--- config.mk ---
export PLATFORM = sky130hd
export DESIGN_NAME = ws2812_tx
export DESIGN_NICKNAME = d
export VERILOG_FILES = /design/src/rtl/ws2812_tx.sv
export SDC_FILE = /design/constraint.sdc
export NUM_CORES = 1
export LEC_CHECK = 0
export ABC_AREA = 0
export CORE_ASPECT_RATIO = 0.7
export CORE_MARGIN = 3
export CORE_UTILIZATION = 55
export CTS_BUF_LIST = sky130_fd_sc_hd__clkbuf_8
export DETAILED_ROUTE_END_ITERATION = 16
export PLACE_DENSITY_LB_ADDON = 0.12
export SLEW_MARGIN = 20
export SYNTH_ARGS = -nofsm -noshare
export SYNTH_HDL_FRONTEND = slang
export SYNTH_SLANG_ARGS = --single-unit
--- constraint.sdc ---
create_clock -name clk -period 3.8 [get_ports clk]
set_clock_uncertainty 0.15 [all_clocks]
set_input_delay 0.57 -clock clk [delete_from_list [all_inputs] [get_ports clk]]
set_output_delay 0.57 -clock clk [all_outputs]
set_load 0.01 [all_outputs]
--- src/rtl/ws2812_tx.sv ---
// WS2812 one-wire serializer: GRB pixels in over valid/ready, NRZ bit waveforms plus latch interval out.
// Define WS2812_UNDERRUN_EN to add the underrun pulse port (frame aborted by upstream stall timeout).
module ws2812_tx #(
   parameter int unsigned NUM_LEDS  = 60,
   parameter int unsigned BIT_CYC   = 63,
   parameter int unsigned T0H_CYC   = 20,
   parameter int unsigned T1H_CYC   = 40,
   parameter int unsigned RESET_CYC = 3000
) (
   input  logic        clk,
   input  logic        rst_n,
   input  logic [23:0] pixel_data,
   input  logic        pixel_valid,
   output logic        pixel_ready,
   output logic        ws2812_dout,
   output logic        busy,
   output logic        frame_done
`ifdef WS2812_UNDERRUN_EN
  ,output logic        underrun
`endif
);

   localparam int unsigned PIX_W   = 24;
   localparam int unsigned CYC_MAX = (RESET_CYC > BIT_CYC) ? RESET_CYC : BIT_CYC;
   localparam int unsigned CYC_W   = $clog2(CYC_MAX) + 1;
   localparam int unsigned BIT_W   = $clog2(PIX_W - 1) + 1;
   localparam int unsigned LED_W   = $clog2(NUM_LEDS) + 1;

   typedef enum logic [1:0] {S_IDLE, S_SEND, S_WAIT, S_LATCH} state_t;

   state_t             state, state_nx;
   logic [PIX_W-1:0]   shreg, shreg_nx;
   logic [BIT_W-1:0]   bit_cnt, bit_nx;
   logic [CYC_W-1:0]   cyc_cnt, cyc_nx;
   logic [LED_W-1:0]   led_cnt, led_nx;
   logic [CYC_W-1:0]   th_cyc;
   logic               xfer, bit_end, timeout, last_led;
   logic               ready_nx, dout_nx, busy_nx, done_nx;
`ifdef WS2812_UNDERRUN_EN
   logic               underrun_nx;
`endif

   // Next-state, counters and next values of the registered outputs
   always_comb begin
      state_nx = state;
      shreg_nx = shreg;
      bit_nx   = bit_cnt;
      cyc_nx   = cyc_cnt;
      led_nx   = led_cnt;
      dout_nx  = 1'b0;
      done_nx  = 1'b0;
`ifdef WS2812_UNDERRUN_EN
      underrun_nx = 1'b0;
`endif
      xfer     = pixel_valid & pixel_ready;
      bit_end  = (cyc_cnt == CYC_W'(BIT_CYC - 1));
      timeout  = (cyc_cnt == CYC_W'(RESET_CYC));
      last_led = (led_cnt == LED_W'(NUM_LEDS - 1));
      th_cyc   = shreg[PIX_W-1] ? CYC_W'(T1H_CYC) : CYC_W'(T0H_CYC);

      case (state)
         S_IDLE: begin
            if (xfer) begin
               shreg_nx = pixel_data;
               bit_nx   = BIT_W'(PIX_W - 1);
               cyc_nx   = '0;
               led_nx   = '0;
               state_nx = S_SEND;
            end
         end
         S_SEND: begin
            dout_nx = (cyc_cnt < th_cyc);
            if (!bit_end) begin
               cyc_nx = cyc_cnt + CYC_W'(1);
            end else begin
               cyc_nx = '0;
               if (bit_cnt != '0) begin
                  shreg_nx = {shreg[PIX_W-2:0], 1'b0};
                  bit_nx   = bit_cnt - BIT_W'(1);
               end else begin
                  led_nx = led_cnt + LED_W'(1);
                  if (last_led) begin
                     state_nx = S_LATCH;
                  end else if (xfer) begin
                     shreg_nx = pixel_data;
                     bit_nx   = BIT_W'(PIX_W - 1);
                  end else begin
                     state_nx = S_WAIT;
                  end
               end
            end
         end
         S_WAIT: begin
            // A transfer arriving on the timeout cycle still continues the frame
            if (xfer) begin
               shreg_nx = pixel_data;
               bit_nx   = BIT_W'(PIX_W - 1);
               cyc_nx   = '0;
               state_nx = S_SEND;
            end else if (timeout) begin
               cyc_nx   = '0;
               led_nx   = '0;
               state_nx = S_IDLE;
`ifdef WS2812_UNDERRUN_EN
               underrun_nx = 1'b1;
`endif
            end else begin
               cyc_nx = cyc_cnt + CYC_W'(1);
            end
         end
         S_LATCH: begin
            if (timeout) begin
               cyc_nx   = '0;
               led_nx   = '0;
               done_nx  = 1'b1;
               state_nx = S_IDLE;
            end else begin
               cyc_nx = cyc_cnt + CYC_W'(1);
            end
         end
         default: state_nx = S_IDLE;
      endcase

      // Ready is registered, so it is derived from where the counters will be next cycle
      ready_nx = (state_nx == S_IDLE) || (state_nx == S_WAIT) ||
                 ((state_nx == S_SEND) && (cyc_nx == CYC_W'(BIT_CYC - 1)) &&
                  (bit_nx == '0) && (led_nx != LED_W'(NUM_LEDS - 1)));
      busy_nx  = (state_nx != S_IDLE);
   end

   // State and output registers
   always_ff @(posedge clk or negedge rst_n) begin
      if (!rst_n) begin
         state       <= S_IDLE;
         shreg       <= '0;
         bit_cnt     <= '0;
         cyc_cnt     <= '0;
         led_cnt     <= '0;
         pixel_ready <= 1'b0;
         ws2812_dout <= 1'b0;
         busy        <= 1'b0;
         frame_done  <= 1'b0;
`ifdef WS2812_UNDERRUN_EN
         underrun    <= 1'b0;
`endif
      end else begin
         state       <= state_nx;
         shreg       <= shreg_nx;
         bit_cnt     <= bit_nx;
         cyc_cnt     <= cyc_nx;
         led_cnt     <= led_nx;
         pixel_ready <= ready_nx;
         ws2812_dout <= dout_nx;
         busy        <= busy_nx;
         frame_done  <= done_nx;
`ifdef WS2812_UNDERRUN_EN
         underrun    <= underrun_nx;
`endif
      end
   end

endmodule

Word-level counts from Yosys, hierarchy flattened. Index checks and enable logic that the tools add are counted.

Bits of input ports: 27. Logic and storage cells: 72. Output and inout port bits: 4. Register bits: 56.

Muxes and demuxes: 33. Bitwise operators: 1. $add $sub $neg: 3. Equal/unequal tests: 12. Reductions and logical operators: 13. Order comparisons: 1.

Operators with widths (number): two-way mux 24 bit (4); two-way mux 13 bit (4); one-hot mux 13 bit (4 select lines) (1); one-hot mux 24 bit (2 select lines) (1); two-way mux 7 bit (5); two-way mux 6 bit (5); one-hot mux 7 bit (4 select lines) (1); equality test 13 x 6 -> 1 bit, second input constant (2); two-way mux 2 bit (7); adder 13 x 1 -> 13 bit, second input constant (1); equality test 13 x 12 -> 1 bit, second input constant (1); less-than comparator 13 x 6 -> 1 bit (1); one-hot mux 6 bit (2 select lines) (1); one-hot mux 2 bit (4 select lines) (1); adder 7 x 1 -> 7 bit, second input constant (1); equality test 7 x 6 -> 1 bit, second input constant (1); inequality test 7 x 6 -> 1 bit, second input constant (1); equality test 2 bit, second input constant (3); logical NOT 6 bit (1); nonzero test 6 bit (1); subtractor 6 x 1 -> 6 bit, second input constant (1); equality test 2 x 1 -> 1 bit, second input constant (2); logical NOT 2 bit (2); nonzero test 2 bit (2); 8 further kinds (13).

Logic depth before layout (Yosys ltp). Gate-level depths: netlist of the first run.

Word-level depth: 11. Mapped depth: 10. Mapped depth without buffers: 9.

Worst setup path before layout of the first run. Ideal clock, no wire load.

Kind: reg2reg. From: reg cyc_cnt[8]. To: reg pixel_ready. Setup time: 134 ps. Cell stages (with the launch flop): 9. Buffers on the path: 1. Setup slack: 998 ps. Period minus slack after synthesis: 2802 ps. Arrival: 2518 ps. Data required time: 3516 ps. Cells stage by stage: dfrtp_1 buf_6 or4_4 or4_4 or4_1 nand3_2 nand2_2 nor4b_2 o31ai_1.

Elaborated cells between the ends (all ways): 29. Classes of those cells: add/sub: 1; eq/ne: 6; mux: 15; reduce/logical: 7.

RTL lines: start, declared (line 34) `logic [CYC_W-1:0] cyc_cnt, cyc_nx;`; start signal, assigned (line 150) `cyc_cnt <= cyc_nx;`; equality test 13 x 12 -> 1 bit (line 57) `timeout = (cyc_cnt == CYC_W'(RESET_CYC));`; two-way mux 7 bit (line 100, 112); two-way mux 7 bit (line 95) `if (xfer) begin`; one-hot mux 7 bit (4 select lines) (*) (line 61) `case (state)`; named net led_nx[3] (line 35) `logic [LED_W-1:0] led_cnt, led_nx;`; inequality test 7 x 6 -> 1 bit (*) (line 127) `(bit_nx == '0) && (led_nx != LED_W'(NUM_LEDS - 1)));`; logical AND 1 bit (*) (line 127); logical OR 1 bit (*) (line 125) `ready_nx = (state_nx == S_IDLE) || (state_nx == S_WAIT) ||`; named net ready_nx (line 38) `logic ready_nx, dout_nx, busy_nx, done_nx;`; end signal, assigned (line 152) `pixel_ready <= ready_nx;`; end, declared (line 14) `output logic pixel_ready,`.

The timed path passes the listed nets; every way through them passes the cells marked *. A chain may end at the register's enable or synchronous reset.

Final worst setup path of the first run.
From: reg cyc_cnt[0]. To: reg pixel_ready.

Word-level cells in the longest chain between the ends: 9. Elaborated cells between the ends (all ways): 29. Classes of those cells: add/sub: 1; eq/ne: 6; mux: 15; reduce/logical: 7.

RTL lines: adder 13 x 1 -> 13 bit or equality test 13 x 12 -> 1 bit (tied branches); two-way mux 13 bit or two-way mux 2 bit (tied branches) (line 100, 112); two-way mux 13 bit or two-way mux 2 bit (tied branches) (line 95); one-hot mux 13 bit (4 select lines) or one-hot mux 2 bit (4 select lines) (tied branches) (line 61); equality test 13 x 6 -> 1 bit or equality test 2 x 1 -> 1 bit (tied branches) (line 126) `((state_nx == S_SEND) && (cyc_nx == CYC_W'(BIT_CYC - 1)) &&`; logical AND 1 bit (2 in series) (line 126); logical AND 1 bit (line 127); logical OR 1 bit (*) (line 125); named net ready_nx (line 38).

Marked as above.

==> impl_results.md, run 1 <==
* FILL cells at 430
* DIE WIDTH at 98.7 um
* Via Count at 3,089
* Initial Util at 59.8%
* Largest family of logic cells by synthesized area: simple AND/OR/NAND/NOR gates
* Leak Pwr at 1.57 nW
* Yosys cell types at 59
* N_diodes at 0
* Maximum root-to-sink buffer count at 2
* Rel. slew slack at 49.0%
* Synth Area in Adders at 3.02%
* Power per cell area at 256 nW/um2
* Initial drt markers at 419
* Area leader, netlist: dfrtp_1
* CP Data Required Time at 3.86 ns
* PnR Total Power at 0.960 mW
* WS Path Type: reg -> reg
* Port Buffer Count at 30
* GRT Overall Usage at 24.7%
* Number of max-cap violations at 0
* Xor and xnor fraction of the mapped netlist area at 0.265%
* Mapped Nets at 411
* Count leader, synth: dfrtp_1
* Post-layout nets at 435
* IO Count at 31
* Clock-pin slew on the worst setup and hold paths at 0.10 ns
* Worst setup SP type: register
* DRC violations left at 0
* Post-synthesis simple-gate area fraction at 25.7%
* Die area at 7000 um2
* DR pass1 iterations at 5
* Max frequency at 307 MHz
* H-tree depth at 2
* Final min period at 3.25 ns
* Post-synth EDFFs at 0
* Final Slew Violations at 0
* Crit-path max FO at 10
* Area growth syn-to-layout at 13.2%
* Root buffer cell: clkbuf_8
* Largest net degree at the start of global routing at 35
* Remaining Overflow, GRT at 0
* Final Setup Violations at 0
* Hold_buf cts at 0
* Synth Cell Area at 3310 um2
* Core ar. at 5530 um2
* DIE HEIGHT at 70.9 um
* Share of layout cells above drive strength 1 at 7.73%
* Clock Latency Late Sink at 0.31 ns
* Global-route wire length before repair at 14.1 mm
* Antenna violations before repair at 0
* CTS tree: built
* Top cells by area, synth: dfrtp_1 (42%), a21oi_1 (5.0%), o22ai_1 (4.7%)
* # rows at 22
* Synth Register Bits at 56
* Hold Crit Class: in -> async
* TritonCTS Buffers at 5
* Syn Area/Cell at 8.80 um2
* Main synth FF type: dfrtp_1
* WP data arrival at 3.31 ns
* Outcome: finished, final reports clean
* Clock sinks at 56
* Yosys warns at 0
* Synth Instances at 376
* Final hold violation count at 0
* Worst slew pin tran at 0.761 ns
* VDD IR-drop max at 0.000177 V
* Post-DP HPWL at 6.15 mm
* Critical path capture point type: register
* Routed Antenna Nets at 0
* Top cell type's share of synthesized area at 42.3%
* Number of global-route vias before repair at 2,765
* Cts repair resizes at 0
* Top cells by count, synth: dfrtp_1 (56), nor2_1 (36), a21oi_1 (33)
* Post-CTS Setup Inserts at 0
* Wire per inst at 18.1 um
* RD Place Congestion at 0.987
* Vias per inst at 6.53
* Final period utilization at 85.6%
* Synth async-reset ratio at 100%
* Multiplexer area fraction after synthesis at 0.907%
* Sequential area share after synthesis at 42.3%
* Compound-cell area share of the yosys netlist at 23.3%
* Setup TNS at 0 ns
* RSZ-0062 raised after global routing: false
* Total Wirelength at 8.56 mm
==> cell usage in the layout, fill, tap and decap left out, types with 2 or more instances in the layout <==
master,count
o22ai_1,25
o41ai_1,2
and4b_1,2
o31ai_1,2
dfrtp_1,56
clkbuf_8,5
or4_1,2
nor3_1,8
or3_1,3
nor4bb_1,3
a31oi_1,5
o21a_1,2
nand2_1,27
a21oi_1,33
a21o_1,6
and4_1,2
buf_4,9
nor2b_1,3
a211oi_1,5
nand3_1,17
o21ai_0,27
or2_2,4
or4_4,2
a211o_1,2
and3_1,8
nand4_1,10
nand3b_1,3
nor4_1,3
nor2_1,36
clkdlybuf4s50_1,29
inv_1,13
mux2i_1,3
ha_1,8
nand2b_1,7
and2_1,3
==> state kept, by name (all words and copies together) (netlist names) <==
register,count
shreg,24
cyc_cnt,13
led_cnt,7
bit_cnt,6
state,2
busy,1
frame_done,1
pixel_ready,1
ws2812_dout,1
==> where the power goes <==
part	total (mW)	switching, mW	internal (mW)	leakage [nW]
clock	0.325	0.196	0.129	0.0455
sequential	0.595	0	0.595	0.574
combinational	0.0401	0.0158	0.0243	0.948
total	0.960	0.212	0.749	1.57
==> cells by family after synthesis <==
group	Yosys count
flip-flops	56
buffers and inverters	34
adder cells (fa/ha/maj)	8
AO/OA/AOI/OAI	122
XOR/XNOR	1
multiplexers	3
AND/OR/NAND/NOR	152
==> critical path: stages (launching register included) <==
cell,delay (ns)
dfrtp_1,0.46
inv_1,0.16
ha_1,0.20
nor4bb_1,0.38
and3_1,0.34
o22ai_1,0.23
buf_4,0.25
a211o_1,0.26
a211oi_1,0.29
nand4_1,0.15
o31ai_1,0.27
==> routing by layer <==
metal	vias to the layer above	wire length [um]	track usage, %
li1	1454	-	-
met1	1461	4050	40.7
met2	161	3610	34.1
met3	13	840	4.63
met4	0	64	3.18
met5	-	0	0
==> through the flow <==
step | hold WS (ns) | setup slack, ns | utilization (%) | area, um2 | std cells
final | 0.0653 | 0.547 | 67.8 | 3750 | 473
after global routing | 0.103 | 0.437 | 67.8 | 3750 | 473
after CTS | 0.0875 | 0.612 | 67.6 | 3740 | 472
after detailed placement | 0.350 | 0.355 | 66.0 | 3650 | 464
after global placement | 0.343 | 0.531 | 66.0 | 3650 | 464
after floorplan | 0.124 | 0.998 | - | 3310 | 376
==> path summary, 6_finish.rpt <==
check,from,endpoint,slack [ns],cells after the start
worst max-delay path,cyc_cnt[0],pixel_ready,0.55,10
worst min-delay path,rst_n,cyc_cnt[6],0.07,1
worst max register to register,cyc_cnt[0],pixel_ready,0.55,10
worst min register to register,shreg[22],shreg[22],0.39,2
max in group asynchronous,rst_n,led_cnt[6],2.61,2
min in group clk,shreg[22],shreg[22],0.39,2
==> layout make-up <==
cell class,count,area (um2),share of cell area [%]
clock buffers,5,68.8,1.84
clock inverters,3,20.0,0.534
inverters,12,45.0,1.20
multi-input cells,286,1760,47.0
flip-flops and latches,56,1400,37.4
well taps,72,90.1,2.40
repair buffers,39,363,9.68
(Power assumes the default switching activity.)
==> run 2: changes to the inputs <==
--- a/config.mk
+++ b/config.mk
@@ -8,7 +8,7 @@
 export ABC_AREA = 0
 export CORE_ASPECT_RATIO = 0.7
 export CORE_MARGIN = 3
-export CORE_UTILIZATION = 55
+export CORE_UTILIZATION = 40
 export CTS_BUF_LIST = sky130_fd_sc_hd__clkbuf_8
 export DETAILED_ROUTE_END_ITERATION = 16
 export PLACE_DENSITY_LB_ADDON = 0.12
==> constraint.sdc (replaced) <==
create_clock -name clk -period 3.25 [get_ports clk]
set_clock_uncertainty 0.15 [all_clocks]
set_input_delay 0.4875 -clock clk [delete_from_list [all_inputs] [get_ports clk]]
set_output_delay 0.4875 -clock clk [all_outputs]
set_load 0.01 [all_outputs]
==> run 2 against run 1 <==
  * Setup slack got worse by 0.46 ns
  * Non-clock buffer count increased by 15
  * Critical path depth unchanged
  * Largest cell class unchanged
  * Highest routed layer unchanged
  * Global-route usage decreased by 5.5 points
  * Utilization decreased by 18 points
  * Sequential power increased by 17%
  * Via count decreased by 1.6%
  * First-iteration DRC count decreased by 30%
  * Register-to-register slack got worse by 0.46 ns
  * Sequential cell count unchanged
  * Final cell count increased by 9.3%
  * Die area increased by 35%
==> impl_results.md, run 2 (same netlist as run 1, synthesis figures left out) <==
* Outcome: finished, final reports clean (unchanged)
* Total Wirelength at 8.72 mm (was 8.56 mm)
* Critical path buffers and inverters at 2 (unchanged)
* RSZ-0062 raised after global routing: false (unchanged)
* Die area at 9420 um2 (was 7000 um2)
* Post-layout nets at 450 (was 435)
* Slowest cell on the critical path: o22ai_1 (was dfrtp_1)
* CTS tree: built (unchanged)
* VDD IR-drop max at 0.000194 V (was 0.000177 V)
* Final Slew Violations at 0 (unchanged)
* Worst setup SP type: register (unchanged)
* Critical path, cell by cell: inv_1 > ha_1 > nor4bb_1 > buf_4 > and3_1 > o22ai_1 > a31oi_1 > a211oi_1 > nand4_1 > o31ai_1 (was inv_1 > ha_1 > nor4bb_1 > and3_1 > o22ai_1 > buf_4 > a211o_1 > a211oi_1 > nand4_1 > o31ai_1)
* Initial Util at 41.7% (was 59.8%)
* Port Buffer Count at 30 (unchanged)
* # rows at 27 (was 22)
* Wire per inst at 16.9 um (was 18.1 um)
* R2R setup slack at 0.09 ns (was 0.55 ns)
* Via Count at 3,040 (was 3,089)
* GRT Overall Usage at 19.2% (was 24.7%)
* Remaining Overflow, GRT at 0 (unchanged)
* Antenna violations before repair at 0 (unchanged)
* Maximum root-to-sink buffer count at 2 (unchanged)
* WP data arrival at 3.24 ns (was 3.31 ns)
* Core ar. at 7940 um2 (was 5530 um2)
* Rel. slew slack at 45.5% (was 49.0%)
* Hold Crit Class: in -> async (unchanged)
* Largest net degree at the start of global routing at 31 (was 35)
* Hold_buf cts at 0 (unchanged)
* Largest regs: shreg (24), cyc_cnt (13), led_cnt (7) (unchanged)
* CP Data Required Time at 3.33 ns (was 3.86 ns)
* Root buffer cell: clkbuf_8 (unchanged)
* Max frequency at 317 MHz (was 307 MHz)
* WS Path Type: reg -> reg (unchanged)
* Setup TNS at 0 ns (unchanged)
* Number of max-cap violations at 0 (unchanged)
* Cts repair resizes at 0 (unchanged)
* Worst path max stage delay at 0.66 ns (was 0.46 ns)
* Clock-pin slew on the worst setup and hold paths at 0.10 ns (about the same)
* Post-DP HPWL at 6.42 mm (was 6.15 mm)
* RD Place Congestion at 0.882 (was 0.987)
* Clock Latency Late Sink at 0.31 ns (about the same)
* Final Setup Violations at 0 (unchanged)
* IO Count at 31 (unchanged)
* Final period utilization at 97.2% (was 85.6%)
* Area growth syn-to-layout at 18.3% (was 13.2%)
* DIE HEIGHT at 82.1 um (was 70.9 um)
* Final min period at 3.16 ns (was 3.25 ns)
* Non-Filler Instances at 517 (was 473)
* Final hold violation count at 0 (unchanged)
* Critical path capture point type: register (unchanged)
* Leak Pwr at 1.66 nW (was 1.57 nW)
* Post-CTS Setup Inserts at 0 (unchanged)
* Vias per inst at 5.88 (was 6.53)
* Initial drt markers at 292 (was 419)
* Crit-path max FO at 9 (was 10)
* Power per cell area at 306 nW/um2 (was 256 nW/um2)
* Share of layout cells above drive strength 1 at 11.1% (was 7.73%)
* Cell family with most CP delay: compound AO/OA/AOI/OAI gates (unchanged)
* Worst slew pin tran at 0.817 ns (was 0.761 ns)
* DR pass1 iterations at 5 (unchanged)
* Largest Register: shreg (unchanged)
* Commonest cells after routing, fill and taps aside: dfrtp_1 (56), nor2_1 (36), a21oi_1 (33), clkdlybuf4s50_1 (29) (unchanged)
* Largest register FFs at 24 (unchanged)
* N_diodes at 0 (unchanged)
* Clock sinks at 56 (unchanged)
* Global-route wire length before repair at 14.3 mm (was 14.1 mm)
* Routed Antenna Nets at 0 (unchanged)
* DIE WIDTH at 115 um (was 98.7 um)
* TritonCTS Buffers at 5 (unchanged)
* Most common cell after layout, fill and taps aside: dfrtp_1 (unchanged)
* DRC violations left at 0 (unchanged)
* H-tree depth at 2 (unchanged)
* Placed cells at 509 (was 464)
* Number of global-route vias before repair at 2,744 (was 2,765)
run 2: cell types whose count changed in the layout (fill, tap and decap cells not counted):
| cell | delta |
|---|---|
| bufinv_16 | +1 |
| clkinv_4 | -1 |
| clkinvlp_4 | -1 |
| clkinv_2 | +1 |
| buf_4 | +15 |
run 2: metal layers:
| layer | up-vias | wire length, um | part of all wire (%) | GRT usage [%] |
|---|---|---|---|---|
| met3 | 7 | 450 | 5.2 | 3.79 |
| met5 | - | 0 | 0 | 0 |
| met2 | 72 | 3480 | 40 | 25.4 |
| li1 | 1481 | - | - | - |
| met4 | 0 | 68 | 0.78 | 3.75 |
| met1 | 1480 | 4720 | 54 | 31.5 |
run 2: worst reg2reg max path: stages (launching register included):
cell and delay (ns):
dfrtp_1 0.46, inv_1 0.11, ha_1 0.19, nor4bb_1 0.14
buf_4 0.16, and3_1 0.23, o22ai_1 0.66, a31oi_1 0.21
a211oi_1 0.41, nand4_1 0.15, o31ai_1 0.20
run 2: final cells by class:
type | instances | area, um2
timing repair buffer | 54 | 475
sequential | 56 | 1400
clock buffer | 5 | 68.8
clock inverter | 3 | 38.8
multi-input combinational | 286 | 1760
inverter | 12 | 45.0
tap | 101 | 126
fill | 737 | 4020
run 2: power by group:
group	total (mW)	internal, mW	leakage (nW)	switching, mW
clock network	0.455	0.226	0.0593	0.229
logic	0.0474	0.0285	1.02	0.0190
registers	0.696	0.696	0.574	0
run 2: final timing paths:
| path | from | to | cells past startpoint |
|---|---|---|---|
| worst min-delay path | rst_n | led_cnt[6] | 1 |
| worst max-delay path | cyc_cnt[1] | pixel_ready | 10 |
| worst min register to register | shreg[3] | shreg[3] | 2 |
| max in group asynchronous | rst_n | shreg[14] | 2 |
| worst max register to register | cyc_cnt[1] | pixel_ready | 10 |
| min in group clk | shreg[3] | shreg[3] | 2 |
run 2: stage by stage:
step                hold WS [ns]  setup slack [ns]  area (um2)  power (mW)  util (%)
floorplan                 0.0419             0.448        3310       0.711         -
global placement           0.356             0.159        3810       0.759      48.0
detailed placement         0.365            0.0350        3810       0.759      48.0
CTS                       0.0407             0.150        3920        1.22      49.3
global route              0.0668           0.00303        3920        1.25      49.3
finish                    0.0208            0.0910        3920        1.20      49.3
==> run 3: changes to the inputs <==
--- a/config.mk
+++ b/config.mk
@@ -8,11 +8,10 @@
 export ABC_AREA = 0
 export CORE_ASPECT_RATIO = 0.7
 export CORE_MARGIN = 3
-export CORE_UTILIZATION = 40
+export CORE_UTILIZATION = 54
 export CTS_BUF_LIST = sky130_fd_sc_hd__clkbuf_8
 export DETAILED_ROUTE_END_ITERATION = 16
 export PLACE_DENSITY_LB_ADDON = 0.12
-export SLEW_MARGIN = 20
 export SYNTH_ARGS = -nofsm -noshare
 export SYNTH_HDL_FRONTEND = slang
 export SYNTH_SLANG_ARGS = --single-unit
==> constraint.sdc (replaced) <==
create_clock -name clk -period 2.7 [get_ports clk]
set_clock_uncertainty 0.15 [all_clocks]
set_input_delay 0.405 -clock clk [delete_from_list [all_inputs] [get_ports clk]]
set_output_delay 0.405 -clock clk [all_outputs]
set_load 0.01 [all_outputs]
==> run 3 against run 2 <==
  * The run now ends with setup timing left
  * Utilization rose by 24 points
  * Register-to-register slack lost 0.21 ns
  * Power up 17%
  * Non-clock buffer count up 39
  * Setup slack got worse by 0.21 ns
  * Routed wire length rose by 6.8%
  * Sequential power up 20%
  * Largest power group unchanged
==> impl_results.md, run 3 (same netlist as run 1, synthesis figures left out) <==
* Outcome: complete, but fails checks (was finished, final reports clean)
* Failing checks: setup timing
* Global-route wire length before repair at 15.3 mm (was 14.3 mm)
* Antenna violations before repair at 0 (unchanged)
* Post-layout nets at 489 (was 450)
* Routed Antenna Nets at 0 (unchanged)
* Clock sinks at 56 (unchanged)
* Crit-path max FO at 4 (was 9)
* DIE WIDTH at 99.6 um (was 115 um)
* Worst hold endpoint: shreg[7]
* Number of max-cap violations at 0 (unchanged)
* CTS tree: built (unchanged)
* Critical path, cell by cell: or4_4 > or4_4 > a2bb2oi_4 > buf_6 > buf_6 > a211oi_2 > nor4_2 > nand4bb_1 > o31ai_1 (was inv_1 > ha_1 > nor4bb_1 > buf_4 > and3_1 > o22ai_1 > a31oi_1 > a211oi_1 > nand4_1 > o31ai_1)
* TritonCTS Buffers at 5 (unchanged)
* Remaining Overflow, GRT at 0 (unchanged)
* R2R setup slack at -0.12 ns (was 0.09 ns)
* Final hold violation count at 0 (unchanged)
* Vias per inst at 6.23 (was 5.88)
* Port Buffer Count at 30 (unchanged)
* RR Startpoint: cyc_cnt[11] (was cyc_cnt[1])
* Non-Filler Instances at 530 (was 517)
* Core ar. at 5810 um2 (was 7940 um2)
* Clock-pin slew on the worst setup and hold paths at 0.11 ns (was 0.10 ns)
* Power per cell area at 327 nW/um2 (was 306 nW/um2)
* Via Count at 3,300 (was 3,040)
* Leak Pwr at 1.87 nW (was 1.66 nW)
* Worst path max stage delay at 0.57 ns (was 0.66 ns)
* Largest net degree at the start of global routing at 32 (was 31)
* Worst Hold Depth at 2
* Max frequency at 354 MHz (was 317 MHz)
* R2R cell count at 9 (was 10)
* Rel. slew slack at 55.5% (was 45.5%)
* Initial Util at 57.0% (was 41.7%)
* Pre-CTS WS at -0.168 ns (was 0.0350 ns)
* Largest Register: shreg (unchanged)
* Critical path capture point type: register (unchanged)
* Largest regs: shreg (24), cyc_cnt (13), led_cnt (7) (unchanged)
* Critical hold path startpoint: shreg[7]
* Worst slew pin tran at 0.668 ns (was 0.817 ns)
* Wire per inst at 17.6 um (was 16.9 um)
* DR pass1 iterations at 5 (unchanged)
* Number of global-route vias before repair at 3,069 (was 2,744)
* DIE HEIGHT at 71.5 um (was 82.1 um)
* Hold WS at 0.386 ns (was 0.0208 ns)
* Final min period at 2.82 ns (was 3.16 ns)
* Placed cells at 515 (was 509)
* Largest register FFs at 24 (unchanged)
* IO Count at 31 (unchanged)
* Sequential Area at 1400 um2 (unchanged)
* Final Slew Violations at 0 (unchanged)
* Worst path depth at 9 (was 10)
* Post-DP HPWL at 6.75 mm (was 6.42 mm)
* Share of layout cells above drive strength 1 at 20.9% (was 11.1%)
* Area growth syn-to-layout at 29.5% (was 18.3%)
* RD Place Congestion at 0.968 (was 0.882)
* N_diodes at 0 (unchanged)
* Final period utilization at 105% (was 97.2%)
* FILL cells at 428 (was 737)
* # rows at 23 (was 27)
* WS Path Type: reg -> reg (unchanged)
* Setup TNS at -2.04 ns (was 0 ns)
* Critical path buffers and inverters at 2 (unchanged)
* Slowest cell on the critical path: or4_4 (was o22ai_1)
* Initial drt markers at 261 (was 292)
* Cell family with most CP delay: simple AND/OR/NAND/NOR gates (was compound AO/OA/AOI/OAI gates)
* CP Data Required Time at 2.77 ns (was 3.33 ns)
* Most common cell after layout, fill and taps aside: dfrtp_1 (unchanged)
* Total Wirelength at 9.31 mm (was 8.72 mm)
* GRT Overall Usage at 26.9% (was 19.2%)
* Clock Latency Late Sink at 0.31 ns (about the same)
* Final worst setup slack at -0.122 ns (was 0.0910 ns)
* Final Setup Violations at 25 (was 0)
* Terminus of the critical flop-to-flop path: pixel_ready (unchanged)
* Commonest cells after routing, fill and taps aside: dfrtp_1 (56), buf_4 (55), nor2_1 (36), a21oi_1 (32), clkdlybuf4s50_1 (29) (was dfrtp_1 (56), nor2_1 (36), a21oi_1 (33), clkdlybuf4s50_1 (29))
* H-tree depth at 2 (unchanged)
* WP data arrival at 2.90 ns (was 3.24 ns)
* Hold Crit Class: reg -> reg (was in -> async)
* Maximum root-to-sink buffer count at 2 (unchanged)
* Root buffer cell: clkbuf_8 (unchanged)
* Multi-input gate area at 1810 um2 (was 1760 um2)
* RSZ-0062 raised after global routing: true (was false)
* Worst setup SP type: register (unchanged)
* DRC violations left at 0 (unchanged)
* VDD IR-drop max at 0.000414 V (was 0.000194 V)
* Die area at 7120 um2 (was 9420 um2)
[run 3: cell types whose count changed in the layout (fill, tap and decap cells not counted), moves of 2 or more]
cell	delta
buf_4	+31
o21ai_1	+5
a211oi_1	-2
buf_12	+3
o21ai_0	-7
buf_6	+3
a211oi_2	+2
o21ai_2	+2
[run 3: metrics by stage]
stage	power [mW]	util (%)	instance area, um2
2_1_floorplan	0.856	-	3310
3_3_place_gp	0.914	69.7	4050
3_5_place_dp	0.915	69.7	4050
4_1_cts	1.41	73.5	4280
5_1_grt	1.45	73.8	4290
6_report	1.40	73.8	4290
[run 3: per-layer routing]
layer | up-vias | global-route usage, % | share of wire (%)
met5 | - | 0 | 0
met4 | 0 | 4.24 | 0.66
met3 | 6 | 6.23 | 7.7
met2 | 115 | 40.0 | 43
met1 | 1610 | 40.7 | 49
li1 | 1569 | - | -
[run 3: final cells by class]
type,count,area share [%]
Tap cell,75,2.19
Inverter,12,1.05
Timing Repair Buffer,93,19.6
Clock inverter,2,0.321
Clock buffer,6,1.93
Multi-Input combinational cell,286,42.3
Sequential cell,56,32.7
[run 3: timing repair]
action	in CTS	in global routing
pin swaps	14	4
endpoints found under the setup margin	15	27
hold endpoints to repair	25	0
hold buffers	1	0
cloned	1	0
buffers inserted	4	1
resized for setup	18	6
[run 3: tightest hold or removal path, cell delays in order, from the launching register on]
cell	delay, ns
dfrtp_1	0.36
nor2_1	0.05
a21oi_1	0.10
[run 3: power by group]
part | switching (mW) | total, mW | internal [mW]
clock | 0.294 | 0.505 | 0.211
combinational | 0.0230 | 0.0601 | 0.0371
sequential | 0 | 0.838 | 0.838
[run 3: worst max-delay path by stage]
stage | from | endpoint | slack (ns)
after floorplan | cyc_cnt[8] | pixel_ready | -0.04
after global placement | cyc_cnt[7] | pixel_ready | -0.08
after detailed placement | cyc_cnt[7] | pixel_ready | -0.17
after CTS | cyc_cnt[11] | pixel_ready | -0.1
after global routing | cyc_cnt[11] | pixel_ready | -0.20
final | cyc_cnt[11] | pixel_ready | -0.12
